## src/rtl/mem_port_arbiter.sv

```systemverilog
// mem_port_arbiter
// Shares one single-port word memory between the instruction-fetch port and
// the load/store data port. One transaction is outstanding at a time. The data
// port wins ties unless the fetch port has lost STARVE_MAX grant slots in a
// row, in which case the fetch is forced through.
//
// Optional feature: define ARB_PERF_CNT_EN to add the saturating wait-cycle
// counters perf_if_wait / perf_d_wait (cycles with req high and gnt low).
module mem_port_arbiter #(
    parameter int AW         = 16,
    parameter int DW         = 32,
    parameter int MEM_LAT    = 2,
    parameter int STARVE_MAX = 4
) (
    input  logic          clk,
    input  logic          rst,
    // fetch port
    input  logic          if_req,
    input  logic [AW-1:0] if_addr,
    output logic          if_gnt,
    output logic          if_rvalid,
    output logic [DW-1:0] if_rdata,
    // data port
    input  logic          d_req,
    input  logic          d_we,
    input  logic [AW-1:0] d_addr,
    input  logic [DW-1:0] d_wdata,
    output logic          d_gnt,
    output logic          d_rvalid,
    output logic [DW-1:0] d_rdata,
    // memory side
    output logic          mem_en,
    output logic          mem_we,
    output logic [AW-1:0] mem_addr,
    output logic [DW-1:0] mem_wdata,
`ifdef ARB_PERF_CNT_EN
    output logic [31:0]   perf_if_wait,
    output logic [31:0]   perf_d_wait,
`endif
    input  logic [DW-1:0] mem_rdata
);

    // Counter widths; the latency counter holds MEM_LAT-1 down to 0.
    localparam int CW = (MEM_LAT > 1) ? $clog2(MEM_LAT) : 1;
    localparam int SW = $clog2(STARVE_MAX + 1);

    localparam logic [CW-1:0] CNT_LOAD   = CW'(MEM_LAT - 1);
    localparam logic [SW-1:0] STARVE_TOP = SW'(STARVE_MAX);

    typedef enum logic {
        IDLE,
        BUSY
    } arbState_e;

    typedef enum logic [1:0] {
        OWN_NONE,
        OWN_IF,
        OWN_D
    } owner_e;

    arbState_e     state, nextState;
    logic [CW-1:0] cnt, nextCnt;
    logic [SW-1:0] starve, nextStarve;
    owner_e        owner, nextOwner;
    logic          ownerStore, nextOwnerStore;

    logic          complete;
    logic          canGrant;
    logic          ifWins;
    logic          anyGnt;

    // ------------------------------------------------------------------
    // Arbitration (combinational grant)
    // ------------------------------------------------------------------

    // The completion cycle is the one where the read data for the current
    // owner is on mem_rdata; a new grant may overlap it.
    assign complete = (state == BUSY) && (cnt == '0);

    // Gating with rst keeps every output at 0 while reset is asserted, even
    // if requesters hold req high through reset.
    assign canGrant = rst && ((state == IDLE) || complete);

    // Fetch wins when it is alone or when it has been starved long enough.
    assign ifWins = if_req && (!d_req || (starve == STARVE_TOP));

    assign if_gnt = canGrant && ifWins;
    assign d_gnt  = canGrant && d_req && !ifWins;
    assign anyGnt = if_gnt || d_gnt;

    // ------------------------------------------------------------------
    // Memory command: driven only in a grant cycle, zero otherwise
    // ------------------------------------------------------------------
    assign mem_en    = anyGnt;
    assign mem_we    = d_gnt && d_we;
    assign mem_addr  = if_gnt ? if_addr : (d_gnt ? d_addr : '0);
    assign mem_wdata = (d_gnt && d_we) ? d_wdata : '0;

    // ------------------------------------------------------------------
    // Responses: one-cycle rvalid to the owner; stores return zero data
    // ------------------------------------------------------------------
    assign if_rvalid = complete && (owner == OWN_IF);
    assign d_rvalid  = complete && (owner == OWN_D);
    assign if_rdata  = if_rvalid ? mem_rdata : '0;
    assign d_rdata   = (d_rvalid && !ownerStore) ? mem_rdata : '0;

    // ------------------------------------------------------------------
    // Transaction FSM
    // ------------------------------------------------------------------

    // Next-state logic: grant reloads the latency counter, completion without
    // a new grant returns to IDLE, otherwise the counter runs down.
    always_comb begin
        // NOTE: every signal assigned here gets a default first so no path
        // leaves it unassigned and no latch is inferred.
        nextState      = state;
        nextCnt        = cnt;
        nextOwner      = owner;
        nextOwnerStore = ownerStore;

        if (anyGnt) begin
            nextState      = BUSY;
            nextCnt        = CNT_LOAD;
            nextOwner      = if_gnt ? OWN_IF : OWN_D;
            nextOwnerStore = d_gnt && d_we;
        end else if (complete) begin
            nextState      = IDLE;
            nextCnt        = '0;
            nextOwner      = OWN_NONE;
            nextOwnerStore = 1'b0;
        end else if (state == BUSY) begin
            nextCnt = cnt - CW'(1);
        end
    end

    // State register; reset drops any in-flight transaction.
    always_ff @(posedge clk or negedge rst) begin
        if (!rst) begin
            // NOTE: sequential state uses non-blocking assignments so every
            // register samples the pre-edge values of its peers.
            state      <= IDLE;
            cnt        <= '0;
            owner      <= OWN_NONE;
            ownerStore <= 1'b0;
        end else begin
            state      <= nextState;
            cnt        <= nextCnt;
            owner      <= nextOwner;
            ownerStore <= nextOwnerStore;
        end
    end

    // ------------------------------------------------------------------
    // Starvation guard
    // ------------------------------------------------------------------

    // Count grant slots the fetch port loses while requesting; clear when it
    // wins or stops asking; hold at STARVE_MAX.
    always_comb begin
        nextStarve = starve;
        if (!if_req || if_gnt) begin
            nextStarve = '0;
        end else if (d_gnt && (starve != STARVE_TOP)) begin
            nextStarve = starve + SW'(1);
        end
    end

    // Starvation counter register.
    always_ff @(posedge clk or negedge rst) begin
        if (!rst) begin
            starve <= '0;
        end else begin
            starve <= nextStarve;
        end
    end

`ifdef ARB_PERF_CNT_EN
    // ------------------------------------------------------------------
    // Wait-cycle performance counters (saturating)
    // ------------------------------------------------------------------

    // Count cycles each port spends stalled with req high and no grant.
    always_ff @(posedge clk or negedge rst) begin
        if (!rst) begin
            perf_if_wait <= '0;
            perf_d_wait  <= '0;
        end else begin
            if (if_req && !if_gnt && (perf_if_wait != 32'hFFFF_FFFF)) begin
                perf_if_wait <= perf_if_wait + 32'd1;
            end
            if (d_req && !d_gnt && (perf_d_wait != 32'hFFFF_FFFF)) begin
                perf_d_wait <= perf_d_wait + 32'd1;
            end
        end
    end
`endif

    // ------------------------------------------------------------------
    // Protocol checks
    // ------------------------------------------------------------------

    // Both ports can never be granted in the same cycle.
    gntExclusive : assert property (@(posedge clk) disable iff (!rst) !(if_gnt && d_gnt));

endmodule

```

## config.mk

```make
export PLATFORM = sky130hd
export DESIGN_NAME = mem_port_arbiter
export DESIGN_NICKNAME = d
export VERILOG_FILES = /design/src/rtl/mem_port_arbiter.sv
export SDC_FILE = /design/constraint.sdc
export NUM_CORES = 1
export LEC_CHECK = 0
export CORE_AREA = 2 2 85 87
export CTS_CLUSTER_SIZE = 8
export DETAILED_ROUTE_END_ITERATION = 8
export DIE_AREA = 0 0 87 89
export PLACE_DENSITY = 0.76
export SLEW_MARGIN = 20
export SYNTH_ARGS = -nofsm -noshare
export SYNTH_HDL_FRONTEND = slang
export SYNTH_SLANG_ARGS = --single-unit
export TNS_END_PERCENT = 10
```

## constraint.sdc

```tcl
create_clock -name clk -period 4.5 [get_ports clk]
set_clock_uncertainty 0.05 [all_clocks]
set_input_delay 0.675 -clock clk [delete_from_list [all_inputs] [get_ports clk]]
set_output_delay 0.675 -clock clk [all_outputs]
set_load 0.01 [all_outputs]
```

**Word-level counts from Yosys, hierarchy flattened**

Cells that the tools add are included.

- Bits in registers: 8
- Bits of input ports: 101

- Add/subtract/negate cells: 2
- Eq/ne operators: 4
- Multiplexer cells: 16
- Bitwise gates (word level): 2
- Reduce and logical (&&, ||, !) cells: 22

Operator list:

| operator | number |
|---|---|
| 32-bit 2-to-1 mux | 3 |
| 16-bit 2-to-1 mux | 2 |
| 1-bit logical AND | 11 |
| 1-bit 2-to-1 mux | 6 |
| 2-bit 2-to-1 mux | 3 |
| 3-bit 2-to-1 mux | 2 |
| 1-bit logical NOT | 4 |
| 1-bit logical OR | 4 |
| 2-bit nonzero test | 2 |
| 3-bit by 1-bit adder with 3-bit output, second input constant | 1 |
| 3-bit equality test, second input constant | 1 |
| 3-bit != test, second input constant | 1 |
| 3-bit nonzero test | 1 |
| 2-bit by 1-bit equality test with 1-bit output, second input constant | 1 |
| 2-bit equality test, second input constant | 1 |
| 1-bit inverter | 2 |
| 1-bit subtractor, second input constant | 1 |

**Logic depth before layout (Yosys ltp)**

Gate-level depths: netlist (run 1).

- Word-level depth: 9
- Mapped depth: 7

**Worst setup path after synthesis (run 1)**

No wires, ideal clock.

- Path kind: input to output
- Start: in rst
- End: out mem_wdata[22]
- Arrival: 1.526 ns
- Data required time: 3.775 ns
- Slack: 2.249 ns
- Stages: 5
- Buffers on the path: 2
- Path through: a21boi_2 -> and4_1 -> buf_6 -> buf_6 -> and2_1

- Longest elaborated chain between the ends: 5

Ends and longest elaborated chain:

| element | RTL line | source |
|---|---|---|
| from (decl) | 16 | `input logic rst,` |
| 1-bit logical AND | 82 | `assign canGrant = rst && ((state == IDLE) \|\| complete);` |
| 1-bit logical AND (2 in series) | 88 | `assign d_gnt = canGrant && d_req && !ifWins;` |
| 1-bit logical AND | -- |  |
| net mem_we | 33 | `output logic mem_we,` |
| 32-bit 2-to-1 mux | 97 | `assign mem_wdata = (d_gnt && d_we) ? d_wdata : '0;` |
| to (decl) | 35 | `output logic [DW-1:0] mem_wdata,` |

The timed path passes the listed nets, and every way through them passes these cells.

**Final worst setup path (run 1)**

- Start: in rst
- End: out mem_wdata[9]

- Longest elaborated chain between the ends: 5

Ends and longest elaborated chain:

| element | RTL line |
|---|---|
| 1-bit logical AND | 82 |
| 1-bit logical AND (2 in series) | 88 |
| 1-bit logical AND | 97 |
| 32-bit 2-to-1 mux | 97 |

No other way between the ends.

==> results.toml, run 1 <==
[status]
status = "finished clean"

[timing]
fin_setup_tns_ps = 0
maxSlewViolCount = 0
period_share = 0.826
setup_viol = 0
timing.final.ws_setup_ps = 781
worst_slew_pin_slew_ps = 947
max-slew-margin-rel = 0.368
final-hold-violation-count = 0
min_period_ps = 3720
hold_ws_ps = 509
rsz0062_at_grt = "no"
fmaxAchievable_mhz = 269

[routing]
vias = 2184
postRouteAntennaNets = 0
drt_iter0_drc = 44
drc_errors = 0
vias_per_cell = 4.39
wl_met2_um = 3800
routed_wl_um = 7230
wl_met1_um = 2790
dr.max_layer_used = "met4"
wl_met3_um = 610
dr.pass1.iters = 4
wl_per_cell_um = 14.6

[global_route]
antenna_found_initial = 0
grt_usage = 0.163
grt_overflow = 0
grt_pass1_vias = 2091
grt_pass1_wl_um = 10400
grt_max_degree = 35

[clocking]
cts_resized = 0
clk_latency_ps = 220
cts_buffers = 3
cts_setup_buffers = 0
cts_tree = "yes"
h-tree-depth = 1
cts.clk_slew.worst_paths_ps = 40
cts_max_path_buffers = 2
cts_root_buffer = "clkbuf_8"
cts.sinks = 8
hold_buffers = 0

[finish]
nFillCells = 614
stdcell_area_um2 = 3680
final_cells = 497
drive_gt1_frac = 0.0312
final_util = 0.548
insertedDiodeCount = 0
fin_nets = 522
syn_to_final_growth_pct = 153

[placement]
hpwl_um = 6000
port_buffers = 218
placed_area_um2 = 3640
dp_cells = 494
place_congestion = 0.718
place_ws_ps = 764

[synthesis]
ys.warnings.count = 0
synth-seq-cells = 8
syn_nets = 313
yosys-top-cells-area = "and2_1, dfrtp_1, nand3_1"
synthCells = 210
synth_top_area_frac = 0.412
synthesis.area_um2 = 1460
synthDistinctLibCells = 32
yosysSeqAreaShare = 0.137
syn_avg_cell_area_um2 = 6.95
synth_top_cell_by_area = "and2_1"

[critical_path]
path_class = "primary input to primary output"
crit_path_end_kind = "primary output"
startpoint_type = "primary input"
cp.arrival_ps = 2990
cp_max_fo = 34
worstPathRequired_ps = 3770

[die]
fp.dieW_um = 87
die_area_um2 = 7740
fp.dieH_um = 89
initial_utilization = 0.217
core-area_um2 = 6720
std_cell_rows = 30
io_pins = 219

[power]
p_total_mw = 0.521
p_leak_nw = 1.42
power.density_nw_per_um2 = 141
irDropWorstVdd_mv = 0.144

[hold_path]
min_path_type = "flop to flop"

[job]
cap_violations = 0
## critical path, cell delays in order
cell	delay, ps
clkdlybuf4s50_1	720
a21boi_2	380
and4_1	230
buf_4	250
and2_1	170
clkdlybuf4s50_1	550
## kinds of logic after synthesis
family                   count (synthesis)  share of synthesized area
AND/OR/NAND/NOR                        151                      0.632
AO/OA/AOI/OAI                           27                      0.111
multiplexers                             1                    0.00686
adder cells (fa/ha/maj)                  2                     0.0171
flip-flops                               8                      0.137
buffers and inverters                   21                     0.0952
## synth_stat cells
| cell type | n |
|---|---|
| a21bo_1 | 1 |
| a21bo_2 | 1 |
| a21boi_0 | 1 |
| a21boi_2 | 1 |
| a21oi_1 | 18 |
| a22oi_1 | 2 |
| a31oi_1 | 1 |
| and2_1 | 96 |
| and3_1 | 1 |
| and4_1 | 1 |
| buf_1 | 1 |
| buf_2 | 4 |
| buf_6 | 7 |
| clkbuf_1 | 4 |
| clkbuf_2 | 2 |
| dfrtp_1 | 8 |
| ha_1 | 2 |
| inv_1 | 3 |
| mux2i_1 | 1 |
| nand2_1 | 5 |
| nand2b_1 | 1 |
| nand2b_4 | 1 |
| nand3_1 | 35 |
| nand3_2 | 1 |
| nand4b_1 | 1 |
| nor2_1 | 5 |
| nor3_1 | 1 |
| nor3b_1 | 1 |
| nor3b_4 | 1 |
| nor4b_4 | 1 |
| o211ai_1 | 1 |
| o21ai_0 | 1 |
## cells in the final DEF (no fill, tap or decap), types with 2 or more instances in the layout
cell type	count
nand2_1	5
nor2_1	5
dfrtp_1	8
a22oi_1	2
and2_1	96
a21oi_1	18
clkdlybuf4s50_1	218
nand3_1	35
buf_4	4
ha_1	2
clkbuf_8	3
inv_1	3
## routing by layer
metal	vias up	GRT usage
li1	1112	-
met1	957	0.186
met5	-	0
met4	0	0.0284
met3	4	0.0332
met2	111	0.314
## flip-flops by register name, indices dropped and copies added, names as in the netlist
signal      count
owner           2
cnt             1
starve          3
state           1
ownerStore      1
## area by class of cell
cell class / instances / area (um2) / share of cell area
Timing Repair Buffer: 222 / 2210 / 0.600
Multi-Input combinational cell: 181 / 1120 / 0.304
Sequential cell: 8 / 200 / 0.0543
Tap cell: 80 / 100 / 0.0272
Clock buffer: 3 / 41.3 / 0.0112
Inverter: 3 / 11.3 / 0.00306
## final timing paths
path | startpoint | slack [ps] | cells after the start | to
setup / recovery | rst | 780 | 6 | mem_wdata[9]
hold / removal | starve[1]$_DFFE_PN0P_ | 510 | 2 | starve[1]$_DFFE_PN0P_
setup reg to reg | starve[0]$_DFFE_PN0P_ | 2570 | 6 | ownerStore$_DFFE_PN0P_
hold reg to reg | starve[1]$_DFFE_PN0P_ | 510 | 2 | starve[1]$_DFFE_PN0P_
max in group asynchronous | rst | 3400 | 1 | starve[0]$_DFFE_PN0P_
min in group asynchronous | rst | 710 | 1 | cnt$_DFFE_PN0P_
## report_power, final
part / internal (mW) / total, mW / switching [mW]
registers: 0.0821 / 0.0967 / 0.0147
logic: 0.214 / 0.343 / 0.129
clock network: 0.0575 / 0.0806 / 0.0231
total: 0.354 / 0.521 / 0.167
(Power assumes the default switching activity.)
==> run 2, diff against run 1 <==
Settings changed: CORE_AREA 2 2 85 87 to 2 2 84 86, DIE_AREA 0 0 87 89 to 0 0 86 88, PLACE_DENSITY 0.76 to 0.77.
Clock period 4.5 ns to 3.72 ns, I/O delays scaled along.
==> run 2 against run 1 <==
Count of clock-buffer cells in the layout stayed put. Critical path type unchanged. Hold slack better by 0.79 ps. Register-to-register slack worse by 750 ps. First-iteration DRC count is 36% higher. Utilization is 0.85 points higher. Power is 22% higher. Global-route usage is 1.5 points higher.
==> results.toml, run 2 (synthesized netlist as in run 1, its figures left out) <==
[status]
status = "finished clean"

[finish]
largest_register_ffs = 3
multi_input_area_um2 = 1120
seq_area_um2 = 200
drive_gt1_frac = 0.0358
final_util = 0.557
insertedDiodeCount = 0
nFillCells = 616
final_common_cell = "clkdlybuf4s50_1"
mostFrequentLayoutCells = "clkdlybuf4s50_1, and2_1, nand3_1"
largestRegisters = "starve (3), owner (2)"
top_register = "starve"
syn_to_final_growth_pct = 154
stdcell_area_um2 = 3700
fin_nets = 524

[power]
swShare = 0.323
combPwrFrac = 0.654
p_leak_nw = 1.43
p_seq_frac = 0.186
p_sw_mw = 0.205
p_total_mw = 0.635
internal-power_mw = 0.430
power_frac_clock = 0.160
power.density_nw_per_um2 = 172
irDropWorstVdd_mv = 0.108

[critical_path]
cp_max_fo = 34
rr_startpoint = "starve[0]$_DFFE_PN0P_"
worstReg2RegEnd = "ownerStore$_DFFE_PN0P_"
crit_path_end_kind = "primary output"
cpMaxStageDelayCell = "clkdlybuf4s50_1"
cp_cell_sequence = "clkdlybuf4s50_1 > a21boi_2 > and4_1 > buf_4 > and2_1 > clkdlybuf4s50_1"
worstPathRequired_ps = 3110
startpoint = "rst"
cp.arrival_ps = 2710
reg2reg_depth = 6
timing.critical_path.mode_cell = "clkdlybuf4s50_1"
startpoint_type = "primary input"
path_class = "primary input to primary output"
ff2ff_setup_slack_ps = 1820
max_stage_delay_ps = 610

[die]
initial_utilization = 0.220
std_cell_rows = 30
io_pins = 219
fp.dieW_um = 86
core-area_um2 = 6640
die_area_um2 = 7570
fp.dieH_um = 88

[clocking]
clk_latency_ps = 220
cts_setup_buffers = 0
cts_tree = "yes"
cts_root_buffer = "clkbuf_8"
cts_resized = 0
h-tree-depth = 1
cts_buffers = 3
cts.clk_slew.worst_paths_ps = 40
cts.sinks = 8
cts_max_path_buffers = 2
hold_buffers = 0

[timing]
worst_slew_pin_slew_ps = 483
final-hold-violation-count = 0
min_period_ps = 3320
hold_ws_ps = 509
maxSlewViolCount = 0
setup_viol = 0
max-slew-margin-rel = 0.678
period_share = 0.892
fmaxAchievable_mhz = 301
rsz0062_at_grt = "no"
fin_setup_tns_ps = 0

[global_route]
grt_pass1_vias = 2150
antenna_found_initial = 0
grt_usage = 0.177
grt_max_degree = 35
grt_overflow = 0
grt_pass1_wl_um = 10900

[hold_path]
min_path_type = "flop to flop"
hold_end = "starve[1]$_DFFE_PN0P_"
hold_start = "starve[1]$_DFFE_PN0P_"
hold_depth = 2

[routing]
vias = 2235
drt_iter0_drc = 60
routed_wl_um = 7190
drc_errors = 0
wl_per_cell_um = 14.4
postRouteAntennaNets = 0
vias_per_cell = 4.48
dr.pass1.iters = 4

[placement]
placed_area_um2 = 3660
place_congestion = 0.863
hpwl_um = 6010
port_buffers = 218

[job]
cap_violations = 0
## run 2: how the worst max path moves through the flow
stage	endpoint	slack (ps)	cells after the start
after CTS	mem_wdata[12]	380	6
after detailed placement	mem_wdata[12]	380	6
after floorplan	mem_wdata[22]	1670	7
after global routing	mem_wdata[6]	230	6
final	mem_wdata[21]	400	6
after global placement	mem_wdata[18]	440	6
## run 2: per-stage QoR
stage / setup WS (ps) / std cells
2_1_floorplan: 1670 / 210
3_3_place_gp: 439 / 496
3_5_place_dp: 379 / 496
4_1_cts: 380 / 499
5_1_grt: 228 / 499
6_report: 402 / 499
## run 2: worst max-delay path: cells and delay by family
family	cells	cell delay, ps
AO/OA/AOI/OAI	1	340
AND/OR/NAND/NOR	2	380
buffers and inverters	3	1410
## run 2: cell type report
type	instances	area share
repair buffers	224	0.602
multi-input cells	181	0.303
flip-flops and latches	8	0.0541
well taps	80	0.0271
clock buffers	3	0.0112
inverters	3	0.00304
## run 2: per-layer routing
metal | GRT usage | wire length [um]
met1 | 0.205 | 2750
met2 | 0.340 | 3770
met3 | 0.0311 | 560
met4 | 0.0375 | 112
met5 | 0 | 0
## run 2: power groups by stage
| stage | sequential [mW] | clock, mW | combinational (mW) |
|---|---|---|---|
| after CTS | 0.118 | 0.104 | 0.420 |
| after floorplan | 0.115 | 0 | 0.166 |
| after detailed placement | 0.119 | 0 | 0.419 |
| after global routing | 0.121 | 0.111 | 0.449 |
| final | 0.118 | 0.101 | 0.416 |
| after global placement | 0.118 | 0 | 0.413 |
==> run 3, diff against run 2 <==
==> constraint.sdc (replaced) <==
create_clock -name clk -period 3.72 [get_ports clk]
set_clock_uncertainty 0.05 [all_clocks]
set_input_delay 0.372 -clock clk [delete_from_list [all_inputs] [get_ports clk]]
set_output_delay 0.372 -clock clk [all_outputs]
set_load 0.01 [all_outputs]
==> run 3 against run 2 <==
Non-clock buffer count unchanged. Register-to-register slack about the same. Hold slack worse by 120 ps. Utilization unchanged. Die area unchanged. Critical path depth down 1. Global-route usage down 0.35 points. Power about the same. Count of clock-buffer cells in the layout unchanged. Sequential power about the same. First-iteration DRC count down 27%. Sequential cell count unchanged. Critical path type unchanged. Largest power group unchanged.
==> results.toml, run 3 (synthesized netlist as in run 1, its figures left out) <==
[critical_path]
worstPathRequired_ps = 3300
crit_path_end_kind = "primary output"
worstReg2RegEnd = "ownerStore$_DFFE_PN0P_"
ff2ff_setup_slack_ps = 1810
rr_startpoint = "starve[0]$_DFFE_PN0P_"
cp.arrival_ps = 2600
reg2reg_depth = 6
cp_max_fo = 16
startpoint_type = "primary input"
path_class = "primary input to primary output"

[clocking]
clk_latency_ps = 230
cts.sinks = 8
cts_root_buffer = "clkbuf_8"
cts_tree = "yes"
cts_buffers = 3
cts_max_path_buffers = 2
cts_setup_buffers = 0
cts_resized = 0
hold_buffers = 0
cts.clk_slew.worst_paths_ps = 40
h-tree-depth = 1

[finish]
nFillCells = 634
final_util = 0.557
syn_to_final_growth_pct = 154
largest_register_ffs = 3
mostFrequentLayoutCells = "clkdlybuf4s50_1, and2_1, nand3_1"
largestRegisters = "starve (3), owner (2)"
drive_gt1_frac = 0.0358
fin_nets = 524
seq_area_um2 = 200
final_cells = 499
insertedDiodeCount = 0
multi_input_area_um2 = 1120
top_register = "starve"
stdcell_area_um2 = 3700
final_common_cell = "clkdlybuf4s50_1"

[routing]
postRouteAntennaNets = 0
drt_iter0_drc = 44
wl_per_cell_um = 14.4
vias_per_cell = 4.43
dr.pass1.iters = 4
drc_errors = 0
routed_wl_um = 7190
vias = 2209

[placement]
port_buffers = 218
dp_cells = 496
hpwl_um = 6060
place_congestion = 0.849
placed_area_um2 = 3660

[timing]
setup_viol = 0
worst_slew_pin_slew_ps = 569
period_share = 0.812
min_period_ps = 3020
rsz0062_at_grt = "no"
final-hold-violation-count = 0
fin_setup_tns_ps = 0
maxSlewViolCount = 0
max-slew-margin-rel = 0.619
fmaxAchievable_mhz = 331

[die]
fp.dieH_um = 88
core-area_um2 = 6640
std_cell_rows = 30
io_pins = 219
fp.dieW_um = 86
initial_utilization = 0.220
die_area_um2 = 7570

[power]
combPwrFrac = 0.652
swShare = 0.323
p_total_mw = 0.636
power_frac_clock = 0.163
p_seq_frac = 0.185
p_leak_nw = 1.43
p_sw_mw = 0.206
internal-power_mw = 0.430
power.density_nw_per_um2 = 172
irDropWorstVdd_mv = 0.0966

[job]
cap_violations = 0

[global_route]
grt_pass1_wl_um = 10500
grt_usage = 0.174
antenna_found_initial = 0
grt_pass1_vias = 2064
grt_max_degree = 35
grt_overflow = 0

[hold_path]
min_path_type = "primary input to async pin"

[status]
status = "finished clean"
-- run 3: cell counts in the layout (fill, tap and decap cells not counted) --
No cell type changed its count.
-- run 3: worst max path at each step --
| stage | start | end | slack (ps) | cells past startpoint |
|---|---|---|---|---|
| after floorplan | starve[0]$_DFFE_PN0P_ | mem_wdata[22] | 1860 | 7 |
| after global placement | d_req | mem_addr[10] | 740 | 5 |
| after detailed placement | d_req | mem_addr[6] | 670 | 5 |
| after CTS | d_req | mem_addr[6] | 660 | 5 |
| after global routing | d_req | mem_addr[11] | 520 | 5 |
| final | d_req | mem_addr[11] | 700 | 5 |
-- run 3: critical path: stages --
cell and delay, ps:
clkdlybuf4s50_1 680, a21bo_1 620, nand3_1 150, a21oi_1 190, clkdlybuf4s50_1 570
-- run 3: routing by layer --
layer / GRT usage / vias to the layer above / part of all wire
li1: - / 1112 / -
met1: 0.186 / 960 / 0.37
met2: 0.328 / 127 / 0.52
met3: 0.0452 / 10 / 0.088
met4: 0.0635 / 0 / 0.021
met5: 0 / - / 0
-- run 3: per-stage QoR --
stage	setup WS (ps)	hold slack, ps
6_report	701	390
5_1_grt	519	406
4_1_cts	659	391
3_5_place_dp	672	510
3_3_place_gp	743	493
2_1_floorplan	1860	26.4
-- run 3: power groups by stage --
stage / Clock [mW] / Sequential, mW / Combinational (mW)
after floorplan: 0 / 0.115 / 0.166
after global routing: 0.113 / 0.119 / 0.448
after detailed placement: 0 / 0.119 / 0.418
after global placement: 0 / 0.118 / 0.413
after CTS: 0.108 / 0.118 / 0.419
final: 0.103 / 0.118 / 0.414
-- run 3: layout make-up --
class | instances | area share
Inverter | 3 | 0.00304
Clock buffer | 3 | 0.0112
Timing Repair Buffer | 224 | 0.602
Multi-Input combinational cell | 181 | 0.303
Sequential cell | 8 | 0.0541
Tap cell | 80 | 0.0271
